## src/rtl/btn_pkg.sv

```systemverilog
// =============================================================================
// Module      : btn_pkg
// Description : Shared channel-state encoding and default debounce constants
//               for button_conditioner.
// Revision    : 1.0 - initial release
// =============================================================================
`default_nettype none

package btn_pkg;

    typedef enum logic [1:0] {
        ST_IDLE         = 2'd0,
        ST_PRESS_WAIT   = 2'd1,
        ST_HELD         = 2'd2,
        ST_RELEASE_WAIT = 2'd3
    } btn_state_t;

    localparam int DB_CYCLES_DEF = 50000;
    localparam int CNT_W_DEF     = 16;

endpackage : btn_pkg

`default_nettype wire

```

## src/rtl/btn_debounce.sv

```systemverilog
// =============================================================================
// Module      : btn_debounce
// Description : One button channel: 2-flop synchroniser, debounce FSM with
//               saturating counter, single-cycle press request.
// Revision    : 1.0 - initial release
// =============================================================================
`default_nettype none

module btn_debounce
    import btn_pkg::*;
#(
    parameter int DB_CYCLES = DB_CYCLES_DEF,
    parameter int CNT_W     = CNT_W_DEF
) (
    input  logic clk,
    input  logic rst_n,
    input  logic raw_in,
    output logic press_req,
    output logic idle
);

    localparam logic [CNT_W-1:0] CNT_MAX = CNT_W'(DB_CYCLES - 1);

    logic             sync_meta;
    logic             sync;
    btn_state_t       state;
    btn_state_t       state_nxt;
    logic [CNT_W-1:0] cnt;
    logic [CNT_W-1:0] cnt_nxt;

    always_ff @(posedge clk or negedge rst_n) begin
        if (!rst_n) begin
            sync_meta <= 1'b0;
            sync      <= 1'b0;
            state     <= ST_IDLE;
            cnt       <= '0;
        end else begin
            sync_meta <= raw_in;
            sync      <= sync_meta;
            state     <= state_nxt;
            cnt       <= cnt_nxt;
        end
    end

    // The press request is decoded from registered state only, so the
    // top-level output flops see no path from the raw pins.
    always_comb begin
        state_nxt = state;
        cnt_nxt   = cnt;
        press_req = 1'b0;
        case (state)
            ST_IDLE: begin
                if (sync) begin
                    state_nxt = ST_PRESS_WAIT;
                    cnt_nxt   = '0;
                end
            end
            ST_PRESS_WAIT: begin
                if (!sync) begin
                    state_nxt = ST_IDLE;
                    cnt_nxt   = '0;
                end else if (cnt == CNT_MAX) begin
                    state_nxt = ST_HELD;
                    cnt_nxt   = '0;
                    press_req = 1'b1;
                end else begin
                    cnt_nxt = cnt + CNT_W'(1);
                end
            end
            ST_HELD: begin
                if (!sync) begin
                    state_nxt = ST_RELEASE_WAIT;
                    cnt_nxt   = '0;
                end
            end
            ST_RELEASE_WAIT: begin
                if (sync) begin
                    state_nxt = ST_HELD;
                    cnt_nxt   = '0;
                end else if (cnt == CNT_MAX) begin
                    state_nxt = ST_IDLE;
                    cnt_nxt   = '0;
                end else begin
                    cnt_nxt = cnt + CNT_W'(1);
                end
            end
            default: begin
                state_nxt = ST_IDLE;
                cnt_nxt   = '0;
            end
        endcase
    end

    assign idle = (state == ST_IDLE);

endmodule : btn_debounce

`default_nettype wire

```

## src/rtl/button_conditioner.sv

```systemverilog
// =============================================================================
// Module      : button_conditioner
// Description : Two debounced push-button channels merged into mutually
//               exclusive single-cycle pulses. Optional press counter is
//               enabled by defining BTN_PRESS_CNT_EN.
// Revision    : 1.0 - initial release
// =============================================================================
`default_nettype none

module button_conditioner
    import btn_pkg::*;
#(
    parameter int DB_CYCLES = DB_CYCLES_DEF,
    parameter int CNT_W     = CNT_W_DEF
) (
    input  logic       clk,
    input  logic       reset_n_in,
    input  logic       b0_raw_in,
    input  logic       b1_raw_in,
    output logic       b0_out,
    output logic       b1_out,
    output logic       busy_out
`ifdef BTN_PRESS_CNT_EN
    ,
    output logic [7:0] press_cnt_out
`endif
);

    logic req0;
    logic req1;
    logic idle0;
    logic idle1;
    logic pending;
    logic pending_nxt;
    logic b1_want;

    btn_debounce #(
        .DB_CYCLES (DB_CYCLES),
        .CNT_W     (CNT_W)
    ) u_ch0 (
        .clk       (clk),
        .rst_n     (reset_n_in),
        .raw_in    (b0_raw_in),
        .press_req (req0),
        .idle      (idle0)
    );

    btn_debounce #(
        .DB_CYCLES (DB_CYCLES),
        .CNT_W     (CNT_W)
    ) u_ch1 (
        .clk       (clk),
        .rst_n     (reset_n_in),
        .raw_in    (b1_raw_in),
        .press_req (req1),
        .idle      (idle1)
    );

    // b0 always wins the slot; a competing or already-pending b1 is held
    // back one cycle, and a second b1 request folds into the pending one.
    assign b1_want     = req1 | pending;
    assign pending_nxt = req0 & b1_want;

    always_ff @(posedge clk or negedge reset_n_in) begin
        if (!reset_n_in) begin
            b0_out   <= 1'b0;
            b1_out   <= 1'b0;
            pending  <= 1'b0;
            busy_out <= 1'b0;
        end else begin
            b0_out   <= req0;
            b1_out   <= b1_want & ~req0;
            pending  <= pending_nxt;
            busy_out <= ~idle0 | ~idle1 | pending_nxt;
        end
    end

`ifdef BTN_PRESS_CNT_EN
    always_ff @(posedge clk or negedge reset_n_in) begin
        if (!reset_n_in) begin
            press_cnt_out <= 8'd0;
        end else if (b0_out | b1_out) begin
            press_cnt_out <= press_cnt_out + 8'd1;
        end
    end
`endif

endmodule : button_conditioner

`default_nettype wire

```

## config.mk

```make
export PLATFORM = sky130hd
export DESIGN_NAME = button_conditioner
export DESIGN_NICKNAME = d
export VERILOG_FILES = /design/src/rtl/btn_pkg.sv /design/src/rtl/btn_debounce.sv /design/src/rtl/button_conditioner.sv
export SDC_FILE = /design/constraint.sdc
export NUM_CORES = 1
export LEC_CHECK = 0
export ABC_AREA = 1
export CAP_MARGIN = 10
export CORE_ASPECT_RATIO = 0.8
export CORE_MARGIN = 4
export CORE_UTILIZATION = 45
export DETAILED_ROUTE_END_ITERATION = 10
export GPL_ROUTABILITY_DRIVEN = 0
export GPL_TIMING_DRIVEN = 1
export SYNTH_ARGS = -nofsm -noshare
export SYNTH_HDL_FRONTEND = slang
export SYNTH_SLANG_ARGS = --single-unit
export TNS_END_PERCENT = 10
```

## constraint.sdc

```tcl
create_clock -name clk -period 1.4 [get_ports clk]
set_input_delay 0.28 -clock clk [delete_from_list [all_inputs] [get_ports clk]]
set_output_delay 0.28 -clock clk [all_outputs]
set_load 0.005 [all_outputs]
```

==> impl_metrics.ini <==
[floorplanning]
pin_count = 7
core-area_um2 = 5440
die_w_um = 91.7
chipHeight_um = 74.9
placement_rows = 24
initial_core_util_pct = 46.4
design.die.area_um2 = 6870

[setup_path]
origin_of_the_critical_flop_to_flop_path = u_ch1.cnt[1]$_DFFE_PN0P_
critical_path_required_ns = 1.58
crit_slowest_cell = sky130_fd_sc_hd__dfrtp_1
timing.setup.critical_path_class = reg2reg
crit_path_end_kind = flop
critical_path_buf_inv_count = 1
reg2reg_to = u_ch1.cnt[4]$_DFFE_PN0P_
critical_path.startpoint_type = flop
worst-endpoint-arrival_ns = 1.54
capturing_element_of_the_worst_setup_path = u_ch1.cnt[4]$_DFFE_PN0P_
worstRegToRegCells = 7
r2r_slack_ns = 0.03
critical-path-top-delay-family = simple AND/OR/NAND/NOR gates
slowest_delay_ns = 0.42
cp-startpoint = u_ch1.cnt[1]$_DFFE_PN0P_
timing.critical_path.cells = ha_2, nand3_2, nor2_4, nand2_4, nand2_8, buf_12, o22ai_2
timing.critical_path.fanout_max = 7
timing.critical_path.depth = 7

[timing]
worst_pin_slew_ns = 0.244
setup_slack_ns = 0.0330
timing_max_transition_violations_final = 0
clock-skew-final_ns = 0.00750
setup_repair_after_global_routing_missed_its_margin = true
period_needed_ns = 1.37
setup_viol = 0
totalNegativeSetupSlack_ns = 0
report.final.hold_viol_count = 0
clock.fmax_mhz = 732
slew-limit-headroom_pct = 83.7
finalCritPeriodShare_pct = 97.6

[finish]
areaGrowthSynthToFinish_pct = 30.7
postLayoutCoreUtil_pct = 60.6
fillerInstances = 482
final_layout_net_count = 405
drive_gt1_share_pct = 30.1
num_antenna_cells = 0

[logic_synthesis]
yosys-top-cells-count = sky130_fd_sc_hd__nand2_1, sky130_fd_sc_hd__nor2_1, sky130_fd_sc_hd__dfrtp_1, sky130_fd_sc_hd__inv_1, sky130_fd_sc_hd__nand3_1
syn_inst_count = 346
dominantRegCellSynth = sky130_fd_sc_hd__dfrtp_1
synth.most_common_cell = sky130_fd_sc_hd__nand2_1
synth_area_leaders = sky130_fd_sc_hd__dfrtp_1, sky130_fd_sc_hd__nand2_1, sky130_fd_sc_hd__nor2_1, sky130_fd_sc_hd__inv_1, sky130_fd_sc_hd__nand3_1
synth_edf_count = 0
synthDistinctLibCells = 30
synth.yosys.warnings = 0
netlist_area_um2 = 2520
syn_nets = 353
avgSynthCellArea_um2 = 7.28
synth_largest_area_cell = sky130_fd_sc_hd__dfrtp_1
yosys_register_bits = 44
async_flop_share_pct = 100
synthDominantCellAreaShare_pct = 43.7
seq_area_frac_synth_pct = 43.7

[grt]
largest_net_degree_at_the_start_of_global_routing = 45
first_global_vias = 1874
grt_antenna_before_repair = 0
gr_usage_total_pct = 16.9
globalRouteOverflowTotal = 0
first_pass_grt_wire_length_um = 9180

[clock_network]
clock_path_buffers = 2
numCtsBuffers = 5
cts.reportedPaths.clkPinSlew_ns = 0.09
clock-sinks = 44
clkLatencyLatePin_ns = 0.30
root_buffer = sky130_fd_sc_hd__clkbuf_8
cts_tree = built
cts-htree-levels = 2

[detailed_routing]
detail-route-antenna-nets = 0
drt_wl_total_um = 5770
via_count = 2242
detail_route.vias_per_cell = 4.70
wl_per_cell_um = 12.1
drt_first_pass_iters = 6
detailedRoute.firstIterationViolations = 149
drcViolationCount = 0

[job]
max_cap_viol_count = 0

[placed_design]
dp_hpwl_um = 4010
port_buffers = 6
pre_cts_slack_ns = -0.0623

[pwr]
pwr_density_cell_nw_per_um2 = 991
irDropWorstVdd_mv = 0.714
cellLeakagePower_nw = 1.60
finalPower_mw = 3.26

[min_path]
min_path_type = reg2reg

[outcome]
run_status = completed
## through the flow
step / instances / instance area [um2] / hold slack [ns]
after floorplan: 346 / 2520 / -0.0156
after global placement: 453 / 2860 / 0.278
after detailed placement: 453 / 2860 / 0.281
after CTS: 463 / 3000 / 0.358
after global routing: 477 / 3290 / 0.362
final: 477 / 3290 / 0.356
## flip-flops by register name, indices dropped and copies added, names as in the netlist, named ones only
| name | flops |
|---|---|
| u_ch1.sync | 1 |
| u_ch1.cnt | 16 |
| b1_out | 1 |
| u_ch0.state | 1 |
| u_ch0.cnt | 16 |
| u_ch0.sync | 1 |
| pending | 1 |
| u_ch0.sync_meta | 1 |
| b0_out | 1 |
| u_ch1.sync_meta | 1 |
| busy_out | 1 |
| u_ch1.state | 1 |
## layer usage
metal | routed length [um] | part of all wire [%] | global-route usage (%)
met5 | 0 | 0 | 0
met4 | 46 | 0.80 | 5.02
met3 | 248 | 4.3 | 3.50
met2 | 2310 | 40 | 22.6
met1 | 3160 | 55 | 26.9
## logic make-up after synthesis
group,share of synthesized area (%)
multiplexers,0.397
XOR/XNOR,3.13
adder cells (fa/ha/maj),1.49
AO/OA/AOI/OAI,5.36
buffers and inverters,8.79
flip-flops,43.7
AND/OR/NAND/NOR,37.1
## layout make-up
class / instances / area (um2) / share of cell area (%)
inverters: 51 / 204 / 6.19
multi-input cells: 247 / 1370 / 41.7
repair buffers: 49 / 420 / 12.8
flip-flops and latches: 44 / 1100 / 33.5
clock buffers: 7 / 86.3 / 2.62
clock inverters: 1 / 7.51 / 0.228
well taps: 78 / 97.6 / 2.96
## repair_timing
action | CTS | global route
resized for setup | 6 | 54
hold endpoints to repair | 44 | 0
pin swaps | 1 | 21
setup endpoints to repair | 14 | 30
hold buffers | 1 | 0
setup buffers | 1 | 14
## placed cells by master (no fill, tap or decap), drive strengths merged, types with 4 or more instances in the layout
cell | synthesis | final
nand4 | 5 | 5
nor2 | 58 | 58
o21ai | 16 | 16
nand2 | 114 | 114
o22ai | 4 | 4
dfrtp | 44 | 44
nor3 | 4 | 4
clkbuf | 0 | 7
inv | 49 | 50
nand3 | 28 | 28
buf | 4 | 43
xor2 | 8 | 8
## how the worst min path moves through the flow
stage | slack [ns] | cells past startpoint | end | start
finish | 0.36 | 0 | u_ch0.sync$_DFF_PN0_ | u_ch0.sync_meta$_DFF_PN0_
global route | 0.36 | 0 | u_ch0.sync$_DFF_PN0_ | u_ch0.sync_meta$_DFF_PN0_
CTS | 0.36 | 0 | u_ch0.sync$_DFF_PN0_ | u_ch0.sync_meta$_DFF_PN0_
detailed placement | 0.28 | 2 | u_ch1.cnt[6]$_DFFE_PN0P_ | reset_n_in
global placement | 0.28 | 2 | u_ch1.cnt[6]$_DFFE_PN0P_ | reset_n_in
floorplan | -0.02 | 0 | async pin | reset_n_in
## worst reg2reg max path, cell delays in order (launching register included)
cell and delay, ns:
sky130_fd_sc_hd__dfrtp_1 0.42, sky130_fd_sc_hd__ha_2 0.22, sky130_fd_sc_hd__nand3_2 0.11, sky130_fd_sc_hd__nor2_4 0.13
sky130_fd_sc_hd__nand2_4 0.09, sky130_fd_sc_hd__nand2_8 0.12, sky130_fd_sc_hd__buf_12 0.11, sky130_fd_sc_hd__o22ai_2 0.05
## where the power goes
group          internal [mW]  switching (mW)  leakage, nW
registers               1.35          0.0648        0.587
logic                  0.453           0.552        0.964
clock network          0.402           0.445       0.0445
total                   2.20            1.06         1.60
No activity file was read; power rests on OpenSTA's default activity.
